<file path="config.mk">
export PLATFORM = sky130hd
export DESIGN_NAME = mbist_march_gen
export DESIGN_NICKNAME = d
export VERILOG_FILES = /design/src/rtl/mbist_march_gen.sv
export SDC_FILE = /design/constraint.sdc
export NUM_CORES = 1
export LEC_CHECK = 0
export CORE_ASPECT_RATIO = 1.2
export CORE_MARGIN = 2
export CORE_UTILIZATION = 33
export DETAILED_ROUTE_END_ITERATION = 10
export HOLD_SLACK_MARGIN = 0.02
export PLACE_DENSITY = 0.68
export SLEW_MARGIN = 10
export SYNTH_ARGS = -nofsm -noshare
export SYNTH_HDL_FRONTEND = slang
export SYNTH_SLANG_ARGS = --single-unit
</file>
<file path="constraint.sdc">
create_clock -name as_clk -period 9.4 [get_ports as_clk]
set_input_delay 0.94 -clock as_clk [delete_from_list [all_inputs] [get_ports as_clk]]
set_output_delay 0.94 -clock as_clk [all_outputs]
set_load 0.1 [all_outputs]
</file>
<file path="src/rtl/mbist_march_gen.sv">
// MBIST march sequence generator for a single-port RAM: Checkerboard, MATS+ and March C-
// run in fixed order, one read or write per cycle, with expected data and compare strobe.
module mbist_march_gen #(
  parameter int unsigned ADDR_W = 10,
  parameter int unsigned DEPTH  = 1024,
  parameter int unsigned DATA_W = 36
) (
  input  logic              as_clk,
  input  logic              as_rst,
  input  logic              as_start,
  input  logic [2:0]        as_algsel,
  input  logic              as_pause,
  output logic [ADDR_W-1:0] as_addr,
  output logic [DATA_W-1:0] as_wdata,
  output logic              as_we,
  output logic              as_re,
  output logic [DATA_W-1:0] as_exp,
  output logic              as_check_ce,
  output logic [1:0]        as_alg_id,
  output logic [2:0]        as_elem,
  output logic              as_busy,
  output logic              as_done
);

  typedef enum logic [1:0] {StIdle, StRun, StDrain, StDone} state_e;

  // Data kinds used by the element table
  localparam logic [1:0] DZero = 2'd0;
  localparam logic [1:0] DOne  = 2'd1;
  localparam logic [1:0] DPat  = 2'd2;
  localparam logic [1:0] DInv  = 2'd3;

  localparam logic [ADDR_W-1:0]   LastAddr = ADDR_W'(DEPTH - 1);
  localparam logic [ADDR_W-1:0]   AddrOne  = ADDR_W'(1);
  localparam logic [2*DATA_W-1:0] CbWide   = {DATA_W{2'b10}};
  localparam logic [DATA_W-1:0]   Cb       = CbWide[DATA_W-1:0];

  typedef struct packed {
    logic       last;  // final element of the algorithm
    logic       down;
    logic       two;   // element has two ops per address
    logic       rd0;
    logic [1:0] d0;
    logic       rd1;
    logic [1:0] d1;
  } elem_t;

  function automatic elem_t elem_desc(input logic [1:0] alg, input logic [2:0] elem);
    elem_t d;
    case ({alg, elem})
      {2'd0, 3'd0}: d = '{1'b0, 1'b0, 1'b0, 1'b0, DPat,  1'b0, DZero};
      {2'd0, 3'd1}: d = '{1'b0, 1'b0, 1'b0, 1'b1, DPat,  1'b0, DZero};
      {2'd0, 3'd2}: d = '{1'b0, 1'b0, 1'b0, 1'b0, DInv,  1'b0, DZero};
      {2'd0, 3'd3}: d = '{1'b1, 1'b0, 1'b0, 1'b1, DInv,  1'b0, DZero};
      {2'd1, 3'd0}: d = '{1'b0, 1'b0, 1'b0, 1'b0, DZero, 1'b0, DZero};
      {2'd1, 3'd1}: d = '{1'b0, 1'b0, 1'b1, 1'b1, DZero, 1'b0, DOne};
      {2'd1, 3'd2}: d = '{1'b1, 1'b1, 1'b1, 1'b1, DOne,  1'b0, DZero};
      {2'd2, 3'd0}: d = '{1'b0, 1'b0, 1'b0, 1'b0, DZero, 1'b0, DZero};
      {2'd2, 3'd1}: d = '{1'b0, 1'b0, 1'b1, 1'b1, DZero, 1'b0, DOne};
      {2'd2, 3'd2}: d = '{1'b0, 1'b0, 1'b1, 1'b1, DOne,  1'b0, DZero};
      {2'd2, 3'd3}: d = '{1'b0, 1'b1, 1'b1, 1'b1, DZero, 1'b0, DOne};
      {2'd2, 3'd4}: d = '{1'b0, 1'b1, 1'b1, 1'b1, DOne,  1'b0, DZero};
      {2'd2, 3'd5}: d = '{1'b1, 1'b0, 1'b0, 1'b1, DZero, 1'b0, DZero};
      default:      d = '{1'b1, 1'b0, 1'b0, 1'b0, DZero, 1'b0, DZero};
    endcase
    return d;
  endfunction

  function automatic logic [DATA_W-1:0] pat_data(input logic [1:0] kind,
                                                  input logic [ADDR_W-1:0] addr);
    logic [DATA_W-1:0] p;
    p = addr[0] ? ~Cb : Cb;
    case (kind)
      DZero:   return '0;
      DOne:    return '1;
      DPat:    return p;
      default: return ~p;
    endcase
  endfunction

  state_e            state_q;
  logic [2:1]        sel_q;
  logic [1:0]        alg_q, alg_d;
  logic [2:0]        elem_q, elem_d;
  logic [ADDR_W-1:0] addr_q, addr_d;
  logic              op_q, op_d;
  logic              fin_q, fin_d;
  logic [DATA_W-1:0] exp_pend_q;

  elem_t             cur, nxt;
  logic              cur_rd, last_addr;
  logic [DATA_W-1:0] cur_data;
  logic              first_valid;
  logic [1:0]        first_alg;

  always_comb begin
    first_valid = 1'b1;
    first_alg   = 2'd0;
    if (as_algsel[0])      first_alg = 2'd0;
    else if (as_algsel[1]) first_alg = 2'd1;
    else if (as_algsel[2]) first_alg = 2'd2;
    else                   first_valid = 1'b0;
  end

  // Step to the next op: op within address, then address, element, selected algorithm
  always_comb begin
    cur       = elem_desc(alg_q, elem_q);
    nxt       = elem_desc(alg_q, elem_q + 3'd1);
    cur_rd    = op_q ? cur.rd1 : cur.rd0;
    cur_data  = pat_data(op_q ? cur.d1 : cur.d0, addr_q);
    last_addr = cur.down ? (addr_q == '0) : (addr_q == LastAddr);
    alg_d     = alg_q;
    elem_d    = elem_q;
    addr_d    = addr_q;
    op_d      = 1'b0;
    fin_d     = 1'b0;
    if (cur.two && !op_q) begin
      op_d = 1'b1;
    end else if (!last_addr) begin
      addr_d = cur.down ? addr_q - AddrOne : addr_q + AddrOne;
    end else if (!cur.last) begin
      elem_d = elem_q + 3'd1;
      addr_d = nxt.down ? LastAddr : '0;
    end else if (alg_q == 2'd0 && sel_q[1]) begin
      alg_d  = 2'd1;
      elem_d = '0;
      addr_d = '0;
    end else if (alg_q != 2'd2 && sel_q[2]) begin
      alg_d  = 2'd2;
      elem_d = '0;
      addr_d = '0;
    end else begin
      fin_d = 1'b1;
    end
  end

  always_ff @(posedge as_clk or posedge as_rst) begin
    if (as_rst) begin
      state_q     <= StIdle;
      sel_q       <= '0;
      alg_q       <= '0;
      elem_q      <= '0;
      addr_q      <= '0;
      op_q        <= 1'b0;
      fin_q       <= 1'b0;
      exp_pend_q  <= '0;
      as_addr     <= '0;
      as_wdata    <= '0;
      as_we       <= 1'b0;
      as_re       <= 1'b0;
      as_exp      <= '0;
      as_check_ce <= 1'b0;
      as_alg_id   <= '0;
      as_elem     <= '0;
      as_busy     <= 1'b0;
      as_done     <= 1'b0;
    end else begin
      // The strobe trails the read by one cycle, whatever happens to sequencing meanwhile
      as_check_ce <= as_re;
      if (as_re) as_exp <= exp_pend_q;
      case (state_q)
        StIdle, StDone: begin
          if (as_start) begin
            sel_q   <= as_algsel[2:1];
            as_busy <= 1'b1;
            as_done <= 1'b0;
            alg_q   <= first_alg;
            elem_q  <= '0;
            addr_q  <= '0;
            op_q    <= 1'b0;
            fin_q   <= 1'b0;
            state_q <= first_valid ? StRun : StDrain;
          end
        end
        StRun: begin
          if (fin_q) begin
            as_we   <= 1'b0;
            as_re   <= 1'b0;
            state_q <= StDrain;
          end else if (as_pause) begin
            as_we <= 1'b0;
            as_re <= 1'b0;
          end else begin
            as_addr    <= addr_q;
            as_we      <= !cur_rd;
            as_re      <= cur_rd;
            if (!cur_rd) as_wdata <= cur_data;
            exp_pend_q <= cur_data;
            as_alg_id  <= alg_q;
            as_elem    <= elem_q;
            alg_q      <= alg_d;
            elem_q     <= elem_d;
            addr_q     <= addr_d;
            op_q       <= op_d;
            fin_q      <= fin_d;
          end
        end
        StDrain: begin
          as_we   <= 1'b0;
          as_re   <= 1'b0;
          as_busy <= 1'b0;
          as_done <= 1'b1;
          state_q <= StDone;
        end
        default: state_q <= StIdle;
      endcase
    end
  end

endmodule

</file>
Word-level counts from Yosys, hierarchy flattened
Memories as Yosys holds them, arrays and structs flattened.
Cells that the tools add are included.
W data, S select, Z words.
Cells by class
  add/subtract/negate cells: 3
  equal/unequal tests: 17
  muxes and demuxes: 66
  bitwise gates (word level): 4
  reductions and logical operators: 23
Operators with widths (count)
  $pmux W36 S3: 1
  $mux W10: 10
  $mux W36: 1
  $not A36 Y36: 1
  $mux W2: 15
  $mux W3: 8
  $mux W1: 21
  $pmux W10 S2: 1
  $ne A2 B2 Y1 const B: 8
  $pmux W1 S2: 6
  $add A10 B1 Y10 const B: 1
  $eq A10 B10 Y1 const B: 1
  $logic_not A10 Y1: 1
  $sub A10 B1 Y10 const B: 1
  $reduce_and A2 Y1: 4
  $reduce_and A4 Y1: 2
  $reduce_and A8 Y1: 1
  $reduce_and A7 Y1: 1
  $eq A2 B2 Y1 const B: 3
  $logic_not A2 Y1: 3
  $pmux W2 S3: 1
  $pmux W3 S2: 1
  $reduce_and A6 Y1: 1
  $reduce_bool A2 Y1: 3
  other kinds (11): 17
Storage, ports and cells
  register bits after elaboration: 149
  bits in read-only memories: 448
  memories kept: 2
Memories
  (name not given): words 32, width 7, read ports 1, clocked after Yosys merged registers in 0, write ports 0, RTL line 50  | case ({alg, elem})
  (name not given): words 32, width 7, read ports 1, clocked after Yosys merged registers in 0, write ports 0, RTL line 50

Logic depth before layout (Yosys ltp)
Gate-level depths: netlist (run 1).
  word-level depth: 10
  mapped depth: 11
  gate-level depth less buffers: 11

Least setup slack after synthesis (run 1)
No wires, ideal clock.
  path type: register to register
  start point: register elem_q[0]
  end point: register addr_q[9]
  setup time: 121 ps
  arrival: 3000 ps
  required time: 9279 ps
  path slack: 6279 ps
  cell stages (with the launch flop): 12
  buffers on the path: 0
  period minus slack after synthesis: 3121 ps
  cell sequence: dfrtp_1 -> inv_1 -> ha_1 -> mux2_1 -> a32o_2 -> ha_1 -> a21o_1 -> a2111oi_0 -> a211oi_1 -> xnor2_1 -> a41o_1 -> a22o_1
Between the ends
  cells in the longest elaborated chain, start to end: 9
  elaborated cells on any way between the ends: 16
  those cells by class: add/sub (1); eq/ne (2); mux (9); reduce/logical (2); memory (2)
RTL lines
  start: declaration: RTL line 84  | logic [2:0] elem_q, elem_d;
  start signal: assignment: RTL line 192  | elem_q <= elem_d;
  $add A3 B1 Y3: RTL line 108  | nxt = elem_desc(alg_q, elem_q + 3'd1);
  $mem_v2 Z32 W7
  $mux W10: RTL line 123  | addr_d = nxt.down ? LastAddr : '0;
  $mux W10: RTL line 121  | end else if (!cur.last) begin
  $mux W10: RTL line 119  | end else if (!last_addr) begin
  $mux W10: RTL line 117  | if (cur.two && !op_q) begin
  $mux W10: RTL line 180  | end else if (as_pause) begin
  $mux W10: RTL line 176  | if (fin_q) begin
  $pmux W10 S2: RTL line 161  | case (state_q)
  end signal: assignment: RTL line 193  | addr_q <= addr_d;
  end: declaration: RTL line 85  | logic [ADDR_W-1:0] addr_q, addr_d;
Several ways; a longest one is shown, not always the timed one. The select of a mux whose other input is x is not followed.
A chain may end at the register's enable or synchronous reset.

Worst setup path in the final report (run 1)
  start point: register elem_q[0]
  end point: register addr_q[7]
The elaborated chain is that of the path after synthesis.

==> results of run 1 <==
metrics by stage:
step | util | hold WS (ps)
finish | 0.419 | 472
floorplan | - | 444
detailed placement | 0.403 | 462
global placement | 0.403 | 465
CTS | 0.419 | 486
global route | 0.419 | 497
per-layer routing:
metal,up-vias,global-route usage,wire (um)
met3,7,0.0231,484
li1,1276,-,-
met4,0,0.0242,62
met2,110,0.252,3670
met5,-,0,0
met1,1252,0.159,3040
state kept, by name (all words and copies together) (netlist names), 2 cells and up:
register    cells
addr_q         10
as_addr        10
as_elem         3
elem_q          3
alg_q           2
as_alg_id       2
as_exp          2
as_wdata        2
exp_pend_q      2
sel_q           2
state_q         2
final cells by class:
class | count | area share
Clock inverter | 1 | 0.00186
Inverter | 13 | 0.0121
Sequential cell | 47 | 0.292
Tap cell | 123 | 0.0382
Timing Repair Buffer | 99 | 0.245
Clock buffer | 7 | 0.0379
Multi-Input combinational cell | 237 | 0.373
cells in the final DEF, fill, tap and decap left out, types with 2 or more instances in the layout:
cell             count
a2111oi_0            3
a211oi_1             2
a21boi_0             2
a21o_1               3
a21oi_1             12
a22o_1               2
a31oi_1              2
and2_1               4
and3_1               4
clkbuf_16            5
clkbuf_8             2
clkdlybuf4s50_1     98
dfrtp_1             47
ha_1                17
inv_1               12
mux2_2               4
mux2i_1              7
nand2_1             62
nand2b_1             4
nand3_1              6
nand4_1              2
nor2_1              21
nor2b_1              3
nor3b_1              3
nor4_1               2
o21ai_0             32
o21bai_1             3
o221ai_1             2
o22ai_1              2
o31ai_1              2
xnor2_1              4
xor2_1               3
worst min-delay path by stage:
stage,start,end,cells after the start
after floorplan,exp_pend_q[33],exp_pend_q[33],2
after global placement,as_addr[7],as_addr[7],2
after detailed placement,as_addr[5],as_addr[5],2
after CTS,as_addr[0],as_addr[0],2
after global routing,as_re,as_check_ce,0
final,as_re,as_check_ce,0
kinds of logic (layout without fill, tap and decap cells):
logic type,count (synthesis),in the layout
mux,13,13
compound gates,80,80
simple gates,119,119
buf+inv,93,120
flops,47,47
fa+ha+maj,18,18
xor+xnor,7,7
==> results.sh, run 1 <==
export IMPL_ys_seq_elements=47
export IMPL_firstDrtPassIters=4
export IMPL_io_buffer_count=98
export IMPL_worst_setup_path_end_kind="register"
export IMPL_cts_resized_gates=0
export IMPL_die_w_um=95.2
export IMPL_r2r_end="addr_q[7]"
export IMPL_min_period_ps=3510
export IMPL_crit_buf_inv=1
export IMPL_synth_avg_cell_area_um2=8.74
export IMPL_place_hpwl_mm=5.30
export IMPL_synth_fa_ha_area_frac=0.0706
export IMPL_tritoncts="done"
export IMPL_path_depth=11
export IMPL_ant_nets=0
export IMPL_yosysUniqueCellTypes=57
export IMPL_synth_common_cells="buf_4 (68), nand2_1 (62), dfrtp_1 (47)"
export IMPL_vias=2645
export IMPL_cts_buffers=5
export IMPL_synth_compound_area_share=0.158
export IMPL_grt_remaining_overflow=0
export IMPL_synthArstFlopShare=1.00
export IMPL_post_drt_wl_per_cell_um=13.8
export IMPL_drt_iter0_drc=184
export IMPL_wirelength_mm=7.26
export IMPL_finalWorstSetupSlack_ps=5890
export IMPL_finalCritPeriodShare=0.373
export IMPL_postCtsHoldBufs=0
export IMPL_postSynthCellCount=377
export IMPL_synth_edf_count=0
export IMPL_htreeDepth=2
export IMPL_finalMaxSlewViolations=0
export IMPL_fillers=930
export IMPL_grt_pass1_wl_mm=11.7
export IMPL_fp_dieArea_um2=10800
export IMPL_grt_max_degree=48
export IMPL_drc=0
export IMPL_multi_input_area_um2=1500
export IMPL_cpLargestDelayFamily="compound AO/OA/AOI/OAI gates"
export IMPL_cts_sinks=47
export IMPL_synth_flop_cell="dfrtp_1"
export IMPL_grt_pass1_vias=2413
export IMPL_endpoint="addr_q[7]"
export IMPL_final_seq_area_um2=1180
export IMPL_synth_area_um2=3290
export IMPL_r2r_start="elem_q[0]"
export IMPL_status="finished clean"
export IMPL_dpl_instance_area_um2=3870
export IMPL_synth_nets=402
export IMPL_antenna_found_initial=0
export IMPL_rows=39
export IMPL_synth_mux_area_frac=0.0452
export IMPL_syn_to_final_growth_pct=22.3
export IMPL_cts_clk_slew_worst_paths_ps=70
export IMPL_die_h_um=113
export IMPL_r2r_slack_ps=5890
export IMPL_dp_cells=519
export IMPL_dp_slack_ps=5900
export IMPL_r2r_cells=11
export IMPL_finalInstanceArea_um2=4030
export IMPL_crit_type="reg2reg"
export IMPL_crit_start="elem_q[0]"
export IMPL_finClkSkew_ps=7.09
export IMPL_clk_latency_ps=290
export IMPL_yosysTopAreaCell="dfrtp_1"
export IMPL_yosys_area_share_simple=0.164
export IMPL_critPathMostFrequentCell="ha_1"
export IMPL_finalSetupTns_ps=0
export IMPL_track_usage=0.134
export IMPL_synth_warnings=0
export IMPL_gp_congestion=0.852
export IMPL_yosys_cell_count_top_type="buf_4"
export IMPL_crit_path_cell_trace="inv_1 > ha_1 > mux2_1 > a32o_2 > ha_1 > and3_1 > a2111oi_0 > o21bai_1 > xor2_1 > nor2_1 > o21ai_0"
export IMPL_drive_gt1_frac=0.0421
export IMPL_slowest_stage="a2111oi_0"
export IMPL_final_nets=428
export IMPL_cp_required_ps=9550
export IMPL_synth_top_family_by_area="buffers and inverters"
export IMPL_min_path_type="reg2reg"
export IMPL_max_cap_violations=0
export IMPL_final_hold_viol_count=0
export IMPL_viasPerCell=5.02
export IMPL_post_cts_repair_setup_buffers=0
export IMPL_cp_max_fo=11
export IMPL_root_buffer="clkbuf_16"
export IMPL_worst_slew_margin_rel=0.322
export IMPL_synth_area_leaders="dfrtp_1 (36%), buf_4 (15%), nand2_1 (7.1%)"
export IMPL_cpPeakStageDelay_ps=770
export IMPL_synth_xor_area_frac=0.0186
export IMPL_layoutNonFillerInstCount=527
export IMPL_tightestPinTransition_ps=1010
export IMPL_setup_viol=0
export IMPL_grt_setup_unrepaired="false"
export IMPL_max_freq_mhz=285
export IMPL_ios=99
export IMPL_yosysSeqAreaShare=0.357
export IMPL_n_antenna_cell=0
export IMPL_cp_data_arrival_time_ps=3660
export IMPL_cts_path_max_buffers=2
export IMPL_cp_start_kind="register"
export IMPL_core_um2=9610
export IMPL_synth_top_cell_area_share=0.357
export IMPL_initial_core_util=0.343
Power of run 1 is left out: the tool's default activity adds up to more than one toggle a clock period on the data nets, which glitch-free logic cannot reach.
==> run 2, diff against run 1 <==
--- a/config.mk
+++ b/config.mk
@@ -10,7 +10,7 @@
 export CORE_UTILIZATION = 33
 export DETAILED_ROUTE_END_ITERATION = 10
 export HOLD_SLACK_MARGIN = 0.02
-export PLACE_DENSITY = 0.68
+export PLACE_DENSITY = 0.7
 export SLEW_MARGIN = 10
 export SYNTH_ARGS = -nofsm -noshare
 export SYNTH_HDL_FRONTEND = slang
==> constraint.sdc (replaced) <==
create_clock -name as_clk -period 2.9 [get_ports as_clk]
set_input_delay 0.29 -clock as_clk [delete_from_list [all_inputs] [get_ports as_clk]]
set_output_delay 0.29 -clock as_clk [all_outputs]
set_load 0.1 [all_outputs]
==> run 2 against run 1 <==
Compared with the run above:
- clock-buffer cell count decreased by 1
- non-clock buffer count is 26 higher
- wire length increased by 4.6%
- cell count rose by 4.9%
- worst hold slack worse by 19 ps
- register-to-register slack got worse by 5800 ps
- first-iteration DRC count decreased by 53%
- core utilization is 1.5 points higher
==> results.sh, run 2 (synthesis results as in run 1) <==
export IMPL_finalSetupTns_ps=0
export IMPL_syn_to_final_growth_pct=26.9
export IMPL_fp_dieArea_um2=10800
export IMPL_drive_gt1_frac=0.360
export IMPL_track_usage=0.139
export IMPL_drt_iter0_drc=87
export IMPL_finClkSkew_ps=4.92
export IMPL_tightestPinTransition_ps=606
export IMPL_die_w_um=95.2
export IMPL_viasPerCell=4.94
export IMPL_grt_pass1_wl_mm=12.0
export IMPL_htreeDepth=2
export IMPL_gp_congestion=0.822
export IMPL_ant_nets=0
export IMPL_cp_required_ps=3080
export IMPL_setup_viol=0
export IMPL_clk_latency_ps=290
export IMPL_worst_slew_margin_rel=0.596
export IMPL_firstDrtPassIters=4
export IMPL_cts_sinks=47
export IMPL_cp_max_fo=8
export IMPL_cts_clk_slew_worst_paths_ps=70
export IMPL_io_buffer_count=98
export IMPL_post_drt_wl_per_cell_um=13.7
export IMPL_crit_type="reg2reg"
export IMPL_place_hpwl_mm=5.70
export IMPL_cp_start_kind="register"
export IMPL_tritoncts="done"
export IMPL_min_path_type="in2async"
export IMPL_die_h_um=113
export IMPL_grt_pass1_vias=2538
export IMPL_wirelength_mm=7.59
export IMPL_final_nets=454
export IMPL_top_layer_used="met4"
export IMPL_status="finished clean"
export IMPL_ios=99
export IMPL_core_um2=9610
export IMPL_cts_buffers=5
export IMPL_grt_remaining_overflow=0
export IMPL_wl_met1_mm=3.03
export IMPL_worst_setup_path_end_kind="register"
export IMPL_rows=39
export IMPL_grt_setup_unrepaired="true"
export IMPL_antenna_found_initial=0
export IMPL_initial_core_util=0.343
export IMPL_layoutNonFillerInstCount=553
export IMPL_vias=2734
export IMPL_final_hold_viol_count=0
export IMPL_root_buffer="clkbuf_16"
export IMPL_layout_common_cells="buf_4 (119), nand2_1 (62), dfrtp_1 (47), o21ai_0 (32), nor2_1 (21)"
export IMPL_dp_cells=544
export IMPL_finalMaxSlewViolations=0
export IMPL_max_freq_mhz=352
export IMPL_cp_data_arrival_time_ps=3020
export IMPL_min_period_ps=2840
export IMPL_drc=0
export IMPL_wl_met3_um=473
export IMPL_finalCritPeriodShare=0.978
export IMPL_wl_met2_mm=3.92
export IMPL_n_antenna_cell=0
export IMPL_final_common_cell="buf_4"
export IMPL_largestRegisters="addr_q: 10 flops, as_addr: 10 flops"
export IMPL_grt_max_degree=48
export IMPL_max_cap_violations=0
export IMPL_cts_path_max_buffers=2
## run 2: cell count changes in the layout (fill, tap and decap cells not counted), sizes merged
cell,delta
buf,+118
bufinv,+1
clkbuf,-1
clkdlybuf4s50,-92
clkinvlp,-1
inv,+1
## run 2: path summary, 6_finish.rpt
kind	cells past startpoint	endpoint	slack, ps	start
max reg2reg	10	addr_q[9]	60	elem_q[1]
min reg2reg	2	as_addr[0]	480	as_addr[0]
min	3	as_addr[7]	450	as_rst
min in group as_clk	2	as_addr[0]	480	as_addr[0]
max in group asynchronous	3	as_elem[1]	2030	as_rst
max	10	addr_q[9]	60	elem_q[1]
## run 2: worst max-delay path, cell delays in order (launching register included)
cell and delay, ps:
dfrtp_1 410, ha_2 200, mux2_4 270, a32o_4 340
ha_4 250, a21o_4 240, a2111oi_4 350, a211oi_2 120
xnor2_1 160, a41o_1 180, a22o_1 200
## run 2: area by class of cell
cell class                      instances  area [um2]
Fill cell                             906        5430
Multi-Input combinational cell        237        1670
Sequential cell                        47        1180
Timing Repair Buffer                  125         953
Tap cell                              123         154
Clock buffer                            6         139
Inverter                               13        48.8
Clock inverter                          2        38.8
## run 2: per-layer routing
| layer | up-vias | GRT usage |
|---|---|---|
| met2 | 105 | 0.249 |
| met5 | - | 0 |
| met3 | 17 | 0.0238 |
| met1 | 1277 | 0.166 |
| li1 | 1335 | - |
| met4 | 0 | 0.0435 |
## run 2: repair_timing
item	4_1_cts	5_1_grt
pin swaps	0	12
setup endpoints to repair	3	5
resized for setup	2	14
hold buffers	0	0
buffers inserted	0	1
## run 2: metrics by stage
| stage | area (um2) | utilization | hold WS, ps | worst slack (ps) |
|---|---|---|---|---|
| finish | 4180 | 0.435 | 453 | 62.8 |
| floorplan | 3350 | - | 389 | -47.7 |
| detailed placement | 3880 | 0.404 | 468 | -79.0 |
| CTS | 4070 | 0.423 | 485 | -43.8 |
| global placement | 3880 | 0.404 | 462 | 19.6 |
| global route | 4180 | 0.435 | 511 | -71.6 |
Power of run 2 is left out for the same reason.
==> run 3, diff against run 2 <==
--- a/config.mk
+++ b/config.mk
@@ -8,6 +8,7 @@
 export CORE_ASPECT_RATIO = 1.2
 export CORE_MARGIN = 2
 export CORE_UTILIZATION = 33
+export CTS_CLUSTER_SIZE = 28
 export DETAILED_ROUTE_END_ITERATION = 10
 export HOLD_SLACK_MARGIN = 0.02
 export PLACE_DENSITY = 0.7
==> results of run 3 <==
No change in the layout: final DEF, timing and power equal those of run 2.
Power of run 3 is left out for the same reason.
==> variant 1, RTL diff (config.mk and constraints of run 3) <==
Set the parameter `DATA_W` to 32 (it was 36).
--- a/src/rtl/mbist_march_gen.sv
+++ b/src/rtl/mbist_march_gen.sv
@@ -3,7 +3,7 @@
 module mbist_march_gen #(
   parameter int unsigned ADDR_W = 10,
   parameter int unsigned DEPTH  = 1024,
-  parameter int unsigned DATA_W = 36
+  parameter int unsigned DATA_W = 32
 ) (
   input  logic              as_clk,
   input  logic              as_rst,
Ports: changed (resized as_exp and as_wdata); port bits go from 99 to 91. No check against the original RTL was run, so the function may have changed too.
==> variant 1 against run 3 <==
Design area grew 0.27%; synthesized area grew 1.9%; routed wire length grew 0.24%; hold slack gained 0.026 ns; sequential cell count is the same; global-route usage shrank 0.35 points; setup slack gained 0.054 ns; highest routed layer unchanged.
Power is left out: the tool's default activity adds up to more than one toggle a clock period on the data nets, which glitch-free logic cannot reach.
==> variant 1: results (changes against run 3) <==
----------------------------------------------------
[Status]
  Run status ... complete, no violations

[Clocking]
  Clock root buffer ... sky130_fd_sc_hd__clkbuf_16
  Reg clk slew, reported paths ... 0.07 ns (about the same)
  Clock insertion delay at the later pin of the skew report ... 0.29 ns (about the same)
  CTS Buf Count ... 5 (unchanged)
  Max Root-Sink Buffers ... 2 (unchanged)
  Number of levels in the clock H-tree ... 2 (unchanged)

[Timing]
  Worst Skew ... 0.00358 ns (-0.00134 ns)
  Worst Tran Pin Value ... 0.617 ns (+0.0115 ns)
  Hold slack ... 0.479 ns (+0.0263 ns)

[Yosys]
  Top_reg_cell synth ... sky130_fd_sc_hd__dfrtp_1
  Share of synthesized registers carrying an async set or reset ... 100% (unchanged)
  Dominant cells by area after synthesis ... sky130_fd_sc_hd__dfrtp_1 (35%), sky130_fd_sc_hd__buf_4 (14%), sky130_fd_sc_hd__mux2_2 (8.4%)
  Top post-synthesis cells by count ... sky130_fd_sc_hd__buf_4 (61), sky130_fd_sc_hd__dfrtp_1 (47), sky130_fd_sc_hd__nand2_1 (28)
  Sequential share of the synthesized area ... 35.0% (-0.68 points)
  Count of warnings emitted by yosys ... 0 (unchanged)
  Syn nets ... 374 (-7.0%)
  Library cells used by synthesis ... 59 (+3.5%)

[Placement]
  Estimated wirelength of the detail-placed design ... 5660 um (-0.69%)
  Post-DP Area ... 3850 sq um (-0.90%)
  Pre-CTS WS ... -0.106 ns (-0.0268 ns)
  GP Congestion ... 0.898 (+9.3%)
  Count of buffers from port buffering ... 90 (-8.2%)

[Routing]
  Total wirelength of the detailed-routed design ... 7610 um (+0.24%)
  Routed vias/inst ... 5.15 (+4.2%)
  Drt pass-1 iters ... 4 (unchanged)
  Initial DRC Count ... 107 (+23%)

[Global routing]
  Pin count of the biggest net entering global routing ... 48 (unchanged)
  Number of global-route vias before repair ... 2429 (-4.3%)
  Global-route wire length before repair ... 11700 um (-3.2%)
  Global-route usage over all layers ... 13.5% (-0.35 points)
  Antenna violations before repair ... 0 (unchanged)

[Final layout]
  Final net count ... 418 (-7.9%)
  Fraction of final layout cells with drive strength greater than 1 ... 41.9% (+5.8 points)
  Biggest registers after layout ... addr_q x10, as_addr x10
  Antenna diodes ... 0 (unchanged)

[Worst setup path]
  Register-to-Register Path Depth ... 11 (+1)
  Destination of the worst register-to-register timing path ... addr_q[8]$_DFFE_PP0P_
  Highest fanout seen on the critical path ... 6 (-2)
  Origin of the critical flop-to-flop path ... elem_q[1]$_DFFE_PP0P_
  Reg2Reg Setup Slack ... 0.12 ns (+0.05 ns)

[Min path]
  Classification of the worst-slack hold path ... in2async

----------------------------------------------------
variant 1: cell count changes after synthesis, sizes merged, moves of 4 or more:
cell	delta
buf	-5
o21ai	-19
inv	+5
and2	-4
or3	+5
mux2	+21
nand3	+5
a22o	+8
nand2	-34
nor2	-10
variant 1: layout make-up:
cell class	count	area, sq um
Inverter	18	67.6
Timing Repair Buffer	109	837
Clock buffer	7	153
Clock inverter	1	7.51
Fill cell	940	5770
Multi-Input combinational cell	212	1790
Sequential cell	47	1180
Tap cell	126	158
variant 1: timing repair:
action	in CTS	in global routing
buffers inserted	0	1
resized for setup	3	27
endpoints found under the setup margin	1	2
pin swaps	0	5
cloned	0	0
variant 1: kinds of logic (layout without fill, tap and decap cells):
family                     count (synthesis)  count (layout)  share of synthesized area [%]
buffers and inverters                     90             135                           17.1
and+or+nand+nor                           87              87                           13.6
AOI/OAI and AO/OA                         68              68                           15.0
DFF                                       47              47                           35.0
muxes                                     33              33                           10.8
adders and majority gates                 18              18                           6.93
xor gates and xnor gates                   6               6                           1.56
variant 1: routing by layer:
layer  global-route usage, %  part of all wire (%)  vias up
met5                       0                     0        -
met4                    5.33                   2.8        0
met3                    2.17                   6.3       18
met2                    24.1                    51      117
met1                    15.9                    40     1269
li1                        -                     -     1274
variant 1: worst max path at each step:
stage,from,endpoint,slack [ns],depth (start not counted)
3_3_place_gp,elem_q[0]$_DFFE_PP0P_,addr_q[9]$_DFFE_PP0P_,0.07,12
4_1_cts,elem_q[1]$_DFFE_PP0P_,addr_q[8]$_DFFE_PP0P_,0.01,11
2_1_floorplan,elem_q[0]$_DFFE_PP0P_,addr_q[8]$_DFFE_PP0P_,0.005,12
3_5_place_dp,elem_q[0]$_DFFE_PP0P_,addr_q[9]$_DFFE_PP0P_,-0.11,12
5_1_grt,elem_q[0]$_DFFE_PP0P_,addr_q[9]$_DFFE_PP0P_,-0.03,12
6_report,elem_q[1]$_DFFE_PP0P_,addr_q[8]$_DFFE_PP0P_,0.12,11
variant 1: critical path, cell delays in order (launching register included):
cell                       delay [ns]
sky130_fd_sc_hd__dfrtp_1         0.41
sky130_fd_sc_hd__ha_1            0.23
sky130_fd_sc_hd__nor4bb_4        0.24
sky130_fd_sc_hd__o21bai_4        0.25
sky130_fd_sc_hd__inv_2           0.07
sky130_fd_sc_hd__fa_2            0.35
sky130_fd_sc_hd__nand2b_1        0.18
sky130_fd_sc_hd__a21oi_2         0.16
sky130_fd_sc_hd__nor3_1          0.09
sky130_fd_sc_hd__or3_1           0.35
sky130_fd_sc_hd__a21o_1          0.16
sky130_fd_sc_hd__a22o_1          0.17
variant 1: metrics by stage:
stage                     util, %  instances
after floorplan                 -        349
after global placement       38.6        511
after detailed placement     38.6        511
after CTS                    40.4        519
after global routing         42.1        520
final                        42.1        520
==> variant 2, RTL diff (flow settings as in run 3) <==
Without the edit above. Put one more register stage on the output `as_wdata`, cleared by the reset. The value now appears one clock later. The other outputs are not delayed to match.
--- a/src/rtl/mbist_march_gen.sv
+++ b/src/rtl/mbist_march_gen.sv
@@ -44,6 +44,8 @@
     logic       rd1;
     logic [1:0] d1;
   } elem_t;
+
+  logic [DATA_W-1:0] as_wdata_s0;
 
   function automatic elem_t elem_desc(input logic [1:0] alg, input logic [2:0] elem);
     elem_t d;
@@ -145,7 +147,7 @@
       fin_q       <= 1'b0;
       exp_pend_q  <= '0;
       as_addr     <= '0;
-      as_wdata    <= '0;
+      as_wdata_s0 <= '0;
       as_we       <= 1'b0;
       as_re       <= 1'b0;
       as_exp      <= '0;
@@ -184,7 +186,7 @@
             as_addr    <= addr_q;
             as_we      <= !cur_rd;
             as_re      <= cur_rd;
-            if (!cur_rd) as_wdata <= cur_data;
+            if (!cur_rd) as_wdata_s0 <= cur_data;
             exp_pend_q <= cur_data;
             as_alg_id  <= alg_q;
             as_elem    <= elem_q;
@@ -207,5 +209,13 @@
     end
   end
 
+  always_ff @(posedge as_clk or posedge as_rst) begin
+    if (as_rst) begin
+      as_wdata <= '0;
+    end else begin
+      as_wdata <= as_wdata_s0;
+    end
+  end
+
 endmodule
 
Check against the original RTL: not equivalent (Yosys sat finds a counterexample within 4 cycles, from zero or initial values and one cycle with as_rst high).
==> variant 2 against run 3 <==
Synthesized area grew 5.5%; setup slack gained 0.069 ns; design area grew 0.75%; critical path depth grew 1; routed wire length shrank 0.13%; sequential cell count grew 2; count of clock-buffer cells in the layout shrank 1; highest routed layer unchanged.
Power is left out: the tool's default activity adds up to more than one toggle a clock period on the data nets, which glitch-free logic cannot reach.
==> variant 2: results (changes against run 3) <==
----------------------------------------------------
[Worst setup path]
  Highest fanout seen on the critical path ... 6 (-2)
  Data arrival at the endpoint of the critical path ... 2.99 ns (-0.03 ns)
  Crit-path slowest cell ... sky130_fd_sc_hd__dfrtp_1

[Global routing]
  Global-route usage over all layers ... 12.9% (-0.93 points)
  Number of global-route vias before repair ... 2498 (-1.6%)
  Pin count of the biggest net entering global routing ... 23 (-52%)

[Clocking]
  Clock insertion delay at the later pin of the skew report ... roughly 0.3 ns

[Routing]
  Routed vias/inst ... 4.91 (-0.60%)
  Total wirelength of the detailed-routed design ... 7580 um (-0.13%)
  Drt pass-1 iters ... 4 (unchanged)
  Initial DRC Count ... 109 (+25%)

[Timing]
  Relative max-transition margin ... 66.5% (+6.9 points)
  Worst Skew ... 0.00775 ns (+0.00283 ns)

[Yosys]
  Dominant cells by area after synthesis ... sky130_fd_sc_hd__dfrtp_1 (35%), sky130_fd_sc_hd__buf_4 (15%), sky130_fd_sc_hd__mux2_2 (7.8%)
  Syn nets ... 385 (-4.2%)
  Top post-synthesis cells by count ... sky130_fd_sc_hd__buf_4 (68), sky130_fd_sc_hd__dfrtp_1 (49), sky130_fd_sc_hd__nor2_1 (26)
  Library cells used by synthesis ... 55 (-3.5%)
  Sequential share of the synthesized area ... 35.3% (-0.42 points)

[Placement]
  GP Congestion ... 0.879 (+7.0%)
  Estimated wirelength of the detail-placed design ... 5620 um (-1.3%)
  Post-DP Area ... 3960 sq um (+1.8%)
  Pre-CTS WS ... 0.0132 ns (+0.0922 ns)

[Final layout]
  Fraction of final layout cells with drive strength greater than 1 ... 42.0% (+6.0 points)
  Final net count ... 431 (-5.1%)

[Status]
  Run status ... complete, no violations

----------------------------------------------------
==> variant 2: changes by cell type in the layout (fill, tap and decap cells not counted), sizes merged, moves of 4 or more <==
cell and change:
nand2 -42, mux2 +19, o21ai -9, buf -8, inv +5, nand3 +5
nor2 +5, and2 -4
==> variant 2: worst max-delay path, delay by kind of cell, from the launching register on <==
kind | cells | cell delay (ns)
multiplexers | 1 | 0.21
XOR/XNOR | 1 | 0.16
AND/OR/NAND/NOR | 1 | 0.06
AO/OA/AOI/OAI | 5 | 1.13
buffers and inverters | 1 | 0.16
flip-flops | 1 | 0.40
adder cells (fa/ha/maj) | 2 | 0.57
==> variant 2: cell type report <==
cell class                      instances  area (sq um)
Tap cell                              129           161
Inverter                               17          63.8
Multi-Input combinational cell        216          1710
Clock inverter                          3          25.0
Clock buffer                            5           125
Sequential cell                        49          1230
Fill cell                             993          6200
Timing Repair Buffer                  117           897
==> variant 2: cells by family after synthesis <==
kind of cell             count (synthesis)  share of synthesized area [%]
adder cells (fa/ha/maj)                 18                           6.70
buffers and inverters                   95                           18.2
XOR/XNOR                                 8                           2.02
flip-flops                              49                           35.3
AND/OR/NAND/NOR                         87                           13.1
AO/OA/AOI/OAI                           70                           14.0
multiplexers                            33                           10.7
==> variant 2: path summary, 6_finish.rpt <==
kind,start,end,slack [ns],depth (start not counted)
worst max-delay path,elem_q[0]$_DFFE_PP0P_,addr_q[8]$_DFFE_PP0P_,0.13,11
min in group as_clk,as_wdata_s0[33]$_DFFE_PP0P_,as_wdata[33]$_DFF_PP0_,0.38,0
worst max register to register,elem_q[0]$_DFFE_PP0P_,addr_q[8]$_DFFE_PP0P_,0.13,11
worst min register to register,as_wdata_s0[33]$_DFFE_PP0P_,as_wdata[33]$_DFF_PP0_,0.38,0
max in group asynchronous,as_rst,elem_q[1]$_DFFE_PP0P_,2.18,3
worst min-delay path,as_rst,as_addr[2]$_DFFE_PP0P_,0.19,2
==> variant 2: repair_timing <==
action	in CTS	in global routing
resized for setup	1	22
setup buffers	0	1
pin swaps	0	6
setup endpoints to repair	1	3
==> variant 2: through the flow <==
stage,hold WS [ns],setup TNS [ns],cells
floorplan,0.349,0,360
global placement,0.363,0,527
detailed placement,0.369,0,527
CTS,0.184,0,535
global route,0.204,-0.0303,536
finish,0.187,0,536
==> variant 2: layer usage <==
| layer | up-vias | GRT usage [%] | part of all wire, % |
|---|---|---|---|
| met4 | 0 | 5.28 | 2.0 |
| met2 | 87 | 22.7 | 51 |
| met5 | - | 0 | 0 |
| met1 | 1245 | 16.0 | 42 |
| met3 | 10 | 2.09 | 4.7 |
| li1 | 1292 | - | - |
